--- src/rtl/fb_scanout.sv ---
// Framebuffer scanout: walks the frame in raster order, issues one framebuffer
// read at a time and queues {sof, rgb} pixels in a small FIFO for the video side.
// Optional build macro FB_SCANOUT_UNDERFLOW_EN adds a sticky pop-while-empty flag.
module fb_scanout #(
  parameter int unsigned WIDTH      = 32,
  parameter int unsigned H_ACTIVE   = 640,
  parameter int unsigned V_ACTIVE   = 480,
  parameter int unsigned FIFO_DEPTH = 16
) (
  input  logic                          clk,
  input  logic                          rst,
  input  logic                          enable,
  output logic                          fb_do_read,
  output logic [15:0]                   fb_pix_x,
  output logic [15:0]                   fb_pix_y,
  input  logic                          fb_busy,
  input  logic                          fb_done,
  input  logic [WIDTH-1:0]              fb_rgb,
  input  logic                          vid_pop,
  output logic [23:0]                   vid_rgb,
  output logic                          vid_valid,
  output logic                          vid_sof,
  output logic [$clog2(FIFO_DEPTH):0]   fifo_level,
  output logic                          underflow
);

  localparam int unsigned PTR_W = $clog2(FIFO_DEPTH);
  localparam int unsigned LVL_W = PTR_W + 1;

  typedef enum logic [1:0] {IDLE, SETUP, REQ} state_t;

  typedef struct packed {
    logic        sof;
    logic [23:0] rgb;
  } pix_t;

  state_t           state;
  state_t           state_next;
  logic             do_read_next;
  logic             push;
  logic             pop;
  logic             slot_free;
  logic [15:0]      x_next;
  logic [15:0]      y_next;
  pix_t             wr_pix;
  pix_t             mem [FIFO_DEPTH];
  logic [PTR_W-1:0] wr_ptr;
  logic [PTR_W-1:0] rd_ptr;
  logic [LVL_W-1:0] count;
  logic             unused_ok;

  // fb_busy is informational and only the low 24 pixel bits are consumed
  assign unused_ok = &{1'b0, fb_busy, fb_rgb};

  // State register plus the registered read strobe
  always_ff @(posedge clk) begin
    if (rst) begin
      state      <= IDLE;
      fb_do_read <= 1'b0;
    end else begin
      state      <= state_next;
      fb_do_read <= do_read_next;
    end
  end

  // Next-state: issue only when a FIFO slot is guaranteed for the result
  always_comb begin
    state_next = state;
    case (state)
      IDLE:    if (enable && slot_free) state_next = SETUP;
      SETUP:   state_next = REQ;
      REQ:     if (fb_done) state_next = IDLE;
      default: state_next = IDLE;
    endcase
  end

  // Output decode: strobe is high for every REQ cycle, push on completion
  always_comb begin
    do_read_next = (state_next == REQ);
    push         = (state == REQ) && fb_done;
  end

  // Raster advance with line and frame wrap
  always_comb begin
    x_next = fb_pix_x + 16'd1;
    y_next = fb_pix_y;
    if (fb_pix_x >= 16'(H_ACTIVE - 1)) begin
      x_next = 16'd0;
      if (fb_pix_y >= 16'(V_ACTIVE - 1)) y_next = 16'd0;
      else                               y_next = fb_pix_y + 16'd1;
    end
  end

  // Read coordinates move only when a pixel is accepted
  always_ff @(posedge clk) begin
    if (rst) begin
      fb_pix_x <= 16'd0;
      fb_pix_y <= 16'd0;
    end else if (push) begin
      fb_pix_x <= x_next;
      fb_pix_y <= y_next;
    end
  end

  // FIFO write payload and handshake terms
  always_comb begin
    wr_pix.sof = (fb_pix_x == 16'd0) && (fb_pix_y == 16'd0);
    wr_pix.rgb = fb_rgb[23:0];
    slot_free  = (count < LVL_W'(FIFO_DEPTH));
    vid_valid  = (count != LVL_W'(0));
    pop        = vid_pop && vid_valid;
  end

  // FIFO storage
  always_ff @(posedge clk) begin
    if (push && !rst) mem[wr_ptr] <= wr_pix;
  end

  // FIFO pointers and occupancy; pointers wrap naturally at FIFO_DEPTH
  always_ff @(posedge clk) begin
    if (rst) begin
      wr_ptr <= '0;
      rd_ptr <= '0;
      count  <= '0;
    end else begin
      if (push) wr_ptr <= wr_ptr + PTR_W'(1);
      if (pop)  rd_ptr <= rd_ptr + PTR_W'(1);
      case ({push, pop})
        2'b10:   count <= count + LVL_W'(1);
        2'b01:   count <= count - LVL_W'(1);
        default: count <= count;
      endcase
    end
  end

  // Head of FIFO, forced to zero when empty
  always_comb begin
    vid_rgb    = vid_valid ? mem[rd_ptr].rgb : 24'd0;
    vid_sof    = vid_valid ? mem[rd_ptr].sof : 1'b0;
    fifo_level = count;
  end

`ifdef FB_SCANOUT_UNDERFLOW_EN
  // Sticky pop-while-empty flag, cleared only by reset
  always_ff @(posedge clk) begin
    if (rst)                         underflow <= 1'b0;
    else if (vid_pop && !vid_valid)  underflow <= 1'b1;
  end
`else
  assign underflow = 1'b0;
`endif

endmodule

--- config.mk ---
export PLATFORM = sky130hd
export DESIGN_NAME = fb_scanout
export DESIGN_NICKNAME = d
export VERILOG_FILES = /design/src/rtl/fb_scanout.sv
export SDC_FILE = /design/constraint.sdc
export NUM_CORES = 1
export LEC_CHECK = 0
export ABC_AREA = 1
export BUFFER_PORTS_ARGS = -buffer_cell sky130_fd_sc_hd__clkbuf_2
export CELL_PAD_IN_SITES_DETAIL_PLACEMENT = 0
export CELL_PAD_IN_SITES_GLOBAL_PLACEMENT = 2
export CORE_MARGIN = 8
export CORE_UTILIZATION = 42
export DETAILED_ROUTE_END_ITERATION = 8
export PLACE_DENSITY = 0.9
export SLEW_MARGIN = 10
export SYNTH_ARGS = -nofsm -noshare
export SYNTH_HDL_FRONTEND = slang
export SYNTH_SLANG_ARGS = --single-unit
export TNS_END_PERCENT = 1
--- constraint.sdc ---
create_clock -name clk -period 7.26 [get_ports clk]
set_clock_uncertainty 0.2 [all_clocks]
set_input_delay 0.363 -clock clk [delete_from_list [all_inputs] [get_ports clk]]
set_output_delay 0.363 -clock clk [all_outputs]
set_load 0.02 [all_outputs]
# Word level (Yosys, flattened, before mapping)
# Memories as Yosys holds them, arrays and structs flattened. A register that Yosys moved wholly into a read port is not among the register bits.
# Cells that the tools add are included.
# classes
n_addsub	6
n_lt_le_gt_ge	3
eq_ne	5
mux	12
n_reduce_logical	12
# op_table
op	count
$add 16x1->16 const B	2
$logic_not 16->1	2
$mux 16	2
$mux 24	1
$ge 16x10->1 const B	1
$ge 16x9->1 const B	1
$pmux 5 s2	1
$add 4x1->4 const B	2
$mux 4	2
$eq 2x2->1 const B	3
$pmux 2 s3	1
$add 5x1->5 const B	1
$logic_and 1x1->1	5
$lt 5x5->1 const B	1
$reduce_bool 5->1	1
$sub 5x1->5 const B	1
$eq 2x1->1 const B	2
$mux 2	2
$mux 1	3
$logic_not 2->1	1
$reduce_and 2->1	1
$reduce_bool 2->1	1
$logic_not 1->1	1
# totals
regBits	48
ramBits	400
in_bits	38
out_inout_bits	65
wordCells	46
mem_count	1
# mem_list
memory	depth	word_bits	rd	rd_clocked_by_memory_dff	wr	line	text
mem	16	25	1	1	1	46	pix_t mem [FIFO_DEPTH];

# Depth between registers and ports, before layout
# Gate-level depths: netlist of the first run.
# logic_depth
ltp_word	5
depth_mapped	16
ltp_nobuf	15

# Worst setup path after synthesis of the first run
# OpenSTA, ideal clock, no wires.
# synth_path
path_type	input-to-reg
from	in fb_done
to	mem mem[0][0] in the netlist's numbering, enable pin
setup_ps	407
t_arrival_ps	2022
t_required_ps	6653
slack_ps	4631
cell_stages	7
n_path_buf	1
path_cell_list	nand2_1 > inv_2 > nand2_4 > inv_2 > buf_2 > nand2_1 > nor2_1
# synth_via
elab_chain_len	4
# synth_lines
item	line	text
start: declaration	17	input logic fb_done,
$logic_and 1x1->1	80	push = (state == REQ) && fb_done;
$logic_and 1x1->1	116	if (push && !rst) mem[wr_ptr] <= wr_pix;
$mux 1	116	
$mux 1 (implied by the code)	116	
end: declaration	46	
# Every way passes these cells.

==> run_results.csv, run 1 <==
group,metric,value,unit
worst_hold_path,min-delay-path-class,"in2reg",
global_routing,antenna_found_initial,0,
setup_path,critPathKind,"reg2out",
pwr,cellLeakagePower,6.94,nW
synthesis,syn_inst,1439,
synthesis,synth_area,18000,sq um
sta,rsz0062_at_grt,"false",
floorplan,fp.dieW,223,um
drt,post_drt_wl_per_cell,20.6,um
clocking,cts_setup_buffers,0,
setup_path,crit_slowest_cell,"inv_2",
setup_path,cp_cell_sequence,"buf_4, inv_2, buf_4, o21ai_0, o22ai_1, nor2_1, nor2_1, o21ai_1, a21oi_1, clkbuf_2",
drt,routed_wl,43300,um
drt,drt_iter0_drc,957,
placement,place_area,18900,sq um
clocking,cts_root_buf,"clkbuf_16",
pwr,power.density,338,nW/um^2
setup_path,startpoint_type,"flop",
global_routing,grt.total_usage,0.173,
finish,regArea,13100,sq um
placement,gp_congestion,0.766,
setup_path,reg2reg_slack,4410,ps
sta,fin_crit_sh,0.595,
clocking,cts_tree,"built",
setup_path,crit_fanout,52,
pwr,ir_drop,0.170,mV
global_routing,grt_pass1_vias,11712,
placement,place_hpwl,22200,um
placement,port_buffers,92,
finish,drive_gt1_frac,0.129,
finish,fin_area,20700,sq um
global_routing,grt_first_pass_wirelength,67300,um
drt,num_vias,11572,
setup_path,critPathCaptureType,"output port",
synthesis,async_flop_share,0,
clocking,clock_path_buffers,3,
synthesis,yosysWarnings,0,
setup_path,critical_path_required,6700,ps
sta,setup_violations,0,
synthesis,synth_edf_count,400,
finish,nets,1569,
finish,fillCellCount,3675,
synthesis,yosys_most_used_dff,"edfxtp_1",
finish,area_growth,14.7,%
clocking,cts_buffers,46,
sta,holdWs,14.1,ps
finish,multi_input_area,4400,sq um
status,outcome,"completed",
clocking,clk_pin_slew_worst_paths,60,ps
finish,n_antenna_cell,0,
sta,tightestPinTransition,1160,ps
synthesis,postSynthAreaPerCell,12.5,sq um
sta,max_freq,232,MHz
floorplan,pin_count,103,
floorplan,fp.coreArea,42700,sq um
sta,relSlewSlack,0.227,
synthesis,syn_nets,1488,
floorplan,start_util,0.422,
global_routing,grt_overflow,0,
clocking,clk_latency,570,ps
global_routing,grt_max_degree,97,
sta,fin_crit,4320,ps
setup_path,critPathMaxStageDelay,720,ps
clocking,htree_num_levels,2,
floorplan,die_h,223,um
drt,ant_nets,0,
synthesis,yosysUniqueCellTypes,34,
drt,via_per_inst,5.50,
synthesis,ys_seq_area_frac,0.725,
setup_path,cp.arrival,3750,ps
drt,drc,0,
synthesis,ys_seq_elements,452,
floorplan,rows,76,
job,maxCapViolations,0,
clocking,clock-sinks,452,
drt,firstDrtPassIters,5,
floorplan,die_area,49800,sq um
sta,slew_violations,0,
sta,setup_tns,0,ps
sta,hold_viol_final,0,
==> cell families after synthesis <==
logic type                 synth area share
adders and majority gates           0.00764
and+or+nand+nor                       0.101
AOI/OAI and AO/OA                     0.120
other                              0.000208
buffers and inverters                0.0378
DFF                                   0.725
xor gates and xnor gates            0.00876
==> cell type report <==
class,instances,share of cell area
clock buffer,56,0.0590
tap,546,0.0331
multi-input combinational,842,0.213
clock inverter,29,0.0160
timing repair buffer,127,0.0375
sequential,452,0.632
inverter,51,0.00939
==> cell usage in the layout (no fill, tap or decap), types with 3 or more instances in the layout <==
master           n
ha_1            11
clkinv_2         5
clkinv_1        13
dlygate4sd3_1   21
nand2_1         63
buf_4           14
dfxtp_1         49
xor2_1          12
o21ai_0        207
a21oi_1         41
o21ai_1         20
clkbuf_16       47
o221ai_1        74
clkinvlp_4       3
nor4_1           3
inv_1           45
nor2_4          14
o22ai_1         26
xnor2_1          6
nand4_1          8
bufinv_16        7
clkbuf_1         8
inv_2            4
clkbuf_2        92
nor3_1          14
nor2_1         274
nand3_1         58
edfxtp_1       400
==> metal layers <==
metal  GRT usage  up-vias  routed length, um
li1            -     5456                  -
met1       0.217     5703              18300
met2       0.298      339              21500
met3      0.0320       74               2520
met4      0.0552        0               1010
met5           0        -                  0
==> worst max-delay path, delay by kind of cell (launching register included) <==
| kind | cells | cell delay [ps] |
|---|---|---|
| simple gates | 2 | 160 |
| flops | 1 | 310 |
| buf+inv | 4 | 1860 |
| compound gates | 4 | 790 |
==> Yosys cell counts (8+ instances only) <==
library cell	instances	area, sq um
edfxtp_1	400	12000
nor2_1	290	1090
o21ai_0	207	1040
o221ai_1	74	648
nand2_1	63	236
nand3_1	58	290
dfxtp_1	52	1040
inv_1	45	169
a21oi_1	41	205
clkbuf_1	40	150
buf_2	29	145
o22ai_1	26	163
o21ai_1	20	100
nor3_1	14	70.1
xor2_1	12	105
ha_1	11	138
buf_4	8	60.1
buf_6	8	90.1
nand4_1	8	50.1
==> flip-flops by register name (all words and copies together), names as in the netlist, named ones only <==
signal      count
mem           400
fb_pix_x       16
fb_pix_y       16
fifo_level      5
rd_ptr          4
wr_ptr          4
state           2
fb_do_read      1
==> through the flow <==
step,util,total power [mW],std cells,setup slack [ps]
3_3_place_gp,0.442,4.58,1997,3580
3_5_place_dp,0.442,4.61,1997,3500
6_report,0.484,6.98,2103,2940
2_1_floorplan,-,4.11,1439,4630
4_1_cts,0.484,7.05,2103,2880
5_1_grt,0.484,7.31,2103,2600
==> final timing paths <==
path,from,to,depth (start not counted)
setup reg to reg,state[1],mem[3][18],6
setup / recovery,flop,vid_sof,10
hold / removal,fb_rgb[18],mem[11][18],1
hold reg to reg,fb_pix_y[11],fb_pix_y[11],2
==> timing repair <==
action	in CTS	in global routing
gates resized for setup	0	0
hold endpoints to repair	260	0
hold buffers	21	0
==> power breakdown <==
part	internal [mW]	switching, mW	total, mW
clock network	1.45	0.981	2.43
logic	0.474	1.16	1.64
registers	2.86	0.0549	2.92
No activity file was read; power rests on OpenSTA's default activity.
==> inputs of run 2 (changes only) <==
- CORE_UTILIZATION: 42 -> 38
- PLACE_DENSITY: 0.9 -> 0.86
- clock period: 7.26 -> 3.85 ns (I/O delays scaled with it)
==> run 2 against run 1 <==
- die area up 9.8%
- total power grew 88%
- critical path depth fell by 4
- critical path type unchanged
- largest power group unchanged
- highest routed layer is now met5
==> run_results.csv, run 2 (synthesized netlist as in run 1, its figures left out) <==
group,metric,value,unit
clocking,cts_setup_buffers,0,
clocking,clk_latency,570,ps
drt,via_per_inst,5.39,
pwr,power.total,13.1,mW
worst_hold_path,min-delay-path-class,"reg2reg",
global_routing,grt_first_pass_wirelength,67800,um
clocking,htree_num_levels,2,
setup_path,path_delay_family,"compound AO/OA/AOI/OAI gates",
status,outcome,"completed",
floorplan,start_util,0.386,
finish,largest_reg_flops,400,
setup_path,reg2reg_to,"mem[1][7]",
sta,relSlewSlack,0.376,
setup_path,crit_slowest_cell,"buf_12",
setup_path,critical_path_required,3460,ps
drt,num_vias,11803,
placement,pre_cts_slack,1220,ps
floorplan,rows,79,
finish,largestRegisters,"mem: 400 flops, fb_pix_x: 16 flops, fb_pix_y: 16 flops",
global_routing,grt_overflow,0,
sta,hold_viol_final,0,
setup_path,cp.arrival,2870,ps
worst_hold_path,min_path_cells,2,
clocking,clock-sinks,452,
finish,fin_area,21000,sq um
finish,drive_gt1_frac,0.139,
drt,routed_wl,44300,um
floorplan,fp.coreArea,46700,sq um
setup_path,reg2reg_depth,7,
clocking,clock_path_buffers,3,
floorplan,die_h,234,um
finish,nets,1597,
setup_path,critPathKind,"reg2out",
floorplan,fp.dieW,234,um
setup_path,r2r-start,"state[1]",
placement,place_hpwl,23500,um
setup_path,crit_fanout,200,
finish,layout.cells.non_filler,2191,
finish,largest-register,"mem",
pwr,power.density,625,nW/um^2
placement,gp_congestion,0.762,
floorplan,pin_count,103,
finish,final_common_cell,"edfxtp_1",
setup_path,critPathMaxStageDelay,510,ps
sta,fin_crit_sh,0.847,
clocking,cts_buffers,46,
finish,area_growth,16.7,%
sta,fin_crit,3260,ps
worst_hold_path,hold_end,"fb_pix_y[11]",
setup_path,cp_cell_sequence,"buf_12, o21ai_0, o221ai_1, nand3_1, a21oi_1, clkbuf_2",
drt,drt_iter0_drc,920,
finish,n_antenna_cell,0,
clocking,post_cts_resized,0,
drt,ant_nets,0,
setup_path,startpoint_type,"flop",
finish,post-route-util,0.451,
placement,dp.cells,2077,
global_routing,grt_pass1_vias,11727,
drt,drc,0,
placement,port_buffers,92,
sta,worst_slack,588,ps
global_routing,grt.total_usage,0.162,
sta,setup_tns,0,ps
sta,rsz0062_at_grt,"false",
clocking,clk_pin_slew_worst_paths,60,ps
sta,setup_violations,0,
drt,firstDrtPassIters,5,
setup_path,critPathBufInv,2,
worst_hold_path,holdCritStartpoint,"fb_pix_y[11]",
global_routing,antenna_found_initial,1,
pwr,cellLeakagePower,7.08,nW
global_routing,grt_max_degree,201,
finish,most-common-layout-cells,"edfxtp_1, nor2_1, o21ai_0",
pwr,ir_drop,0.493,mV
sta,holdWs,257,ps
floorplan,die_area,54600,sq um
placement,place_area,19200,sq um
setup_path,critPathCaptureType,"output port",
clocking,cts_root_buf,"clkbuf_16",
job,maxCapViolations,0,
sta,max_freq,307,MHz
sta,tightestPinTransition,936,ps
sta,slew_violations,0,
drt,post_drt_wl_per_cell,20.2,um
setup_path,reg2reg_slack,1250,ps
clocking,cts_tree,"built",
## run 2: power by group
part | internal, mW | leakage (nW) | switching (mW)
registers | 5.40 | 4.01 | 0.0713
logic | 0.949 | 2.33 | 2.28
clock network | 2.64 | 0.735 | 1.80
## run 2: cell type report
type	instances	area, sq um
fillers	4168	25600
flip-flops and latches	452	13100
multi-input cells	842	4400
clock buffers	57	1210
repair buffers	155	1100
well taps	607	759
clock inverters	27	299
inverters	51	194
## run 2: how the worst max path moves through the flow
| stage | to | cells past startpoint |
|---|---|---|
| after detailed placement | mem[1][16] | 7 |
| after CTS | vid_rgb[23] | 6 |
| after floorplan | mem[0][0] | 7 |
| final | vid_rgb[23] | 6 |
| after global routing | vid_rgb[23] | 6 |
| after global placement | mem[2][3] | 7 |
## run 2: repair_timing
| item | CTS | global route |
|---|---|---|
| hold buffers | 30 | 0 |
| setup endpoints to repair | 0 | 0 |
| hold endpoints to repair | 426 | 0 |
## run 2: worst register-to-register path, stage by stage, from the launching register on
cell,delay (ps)
dfxtp_1,370
nand2_1,80
inv_2,90
nand2_4,120
inv_2,290
nand2_1,320
nor2_4,580
buf_12,260
## run 2: per-layer routing
layer	routed length, um	global-route usage	vias up
li1	-	-	5518
met1	19200	0.210	5829
met2	21200	0.269	371
met3	2850	0.0321	83
met4	1130	0.0517	2
met5	13	0	-
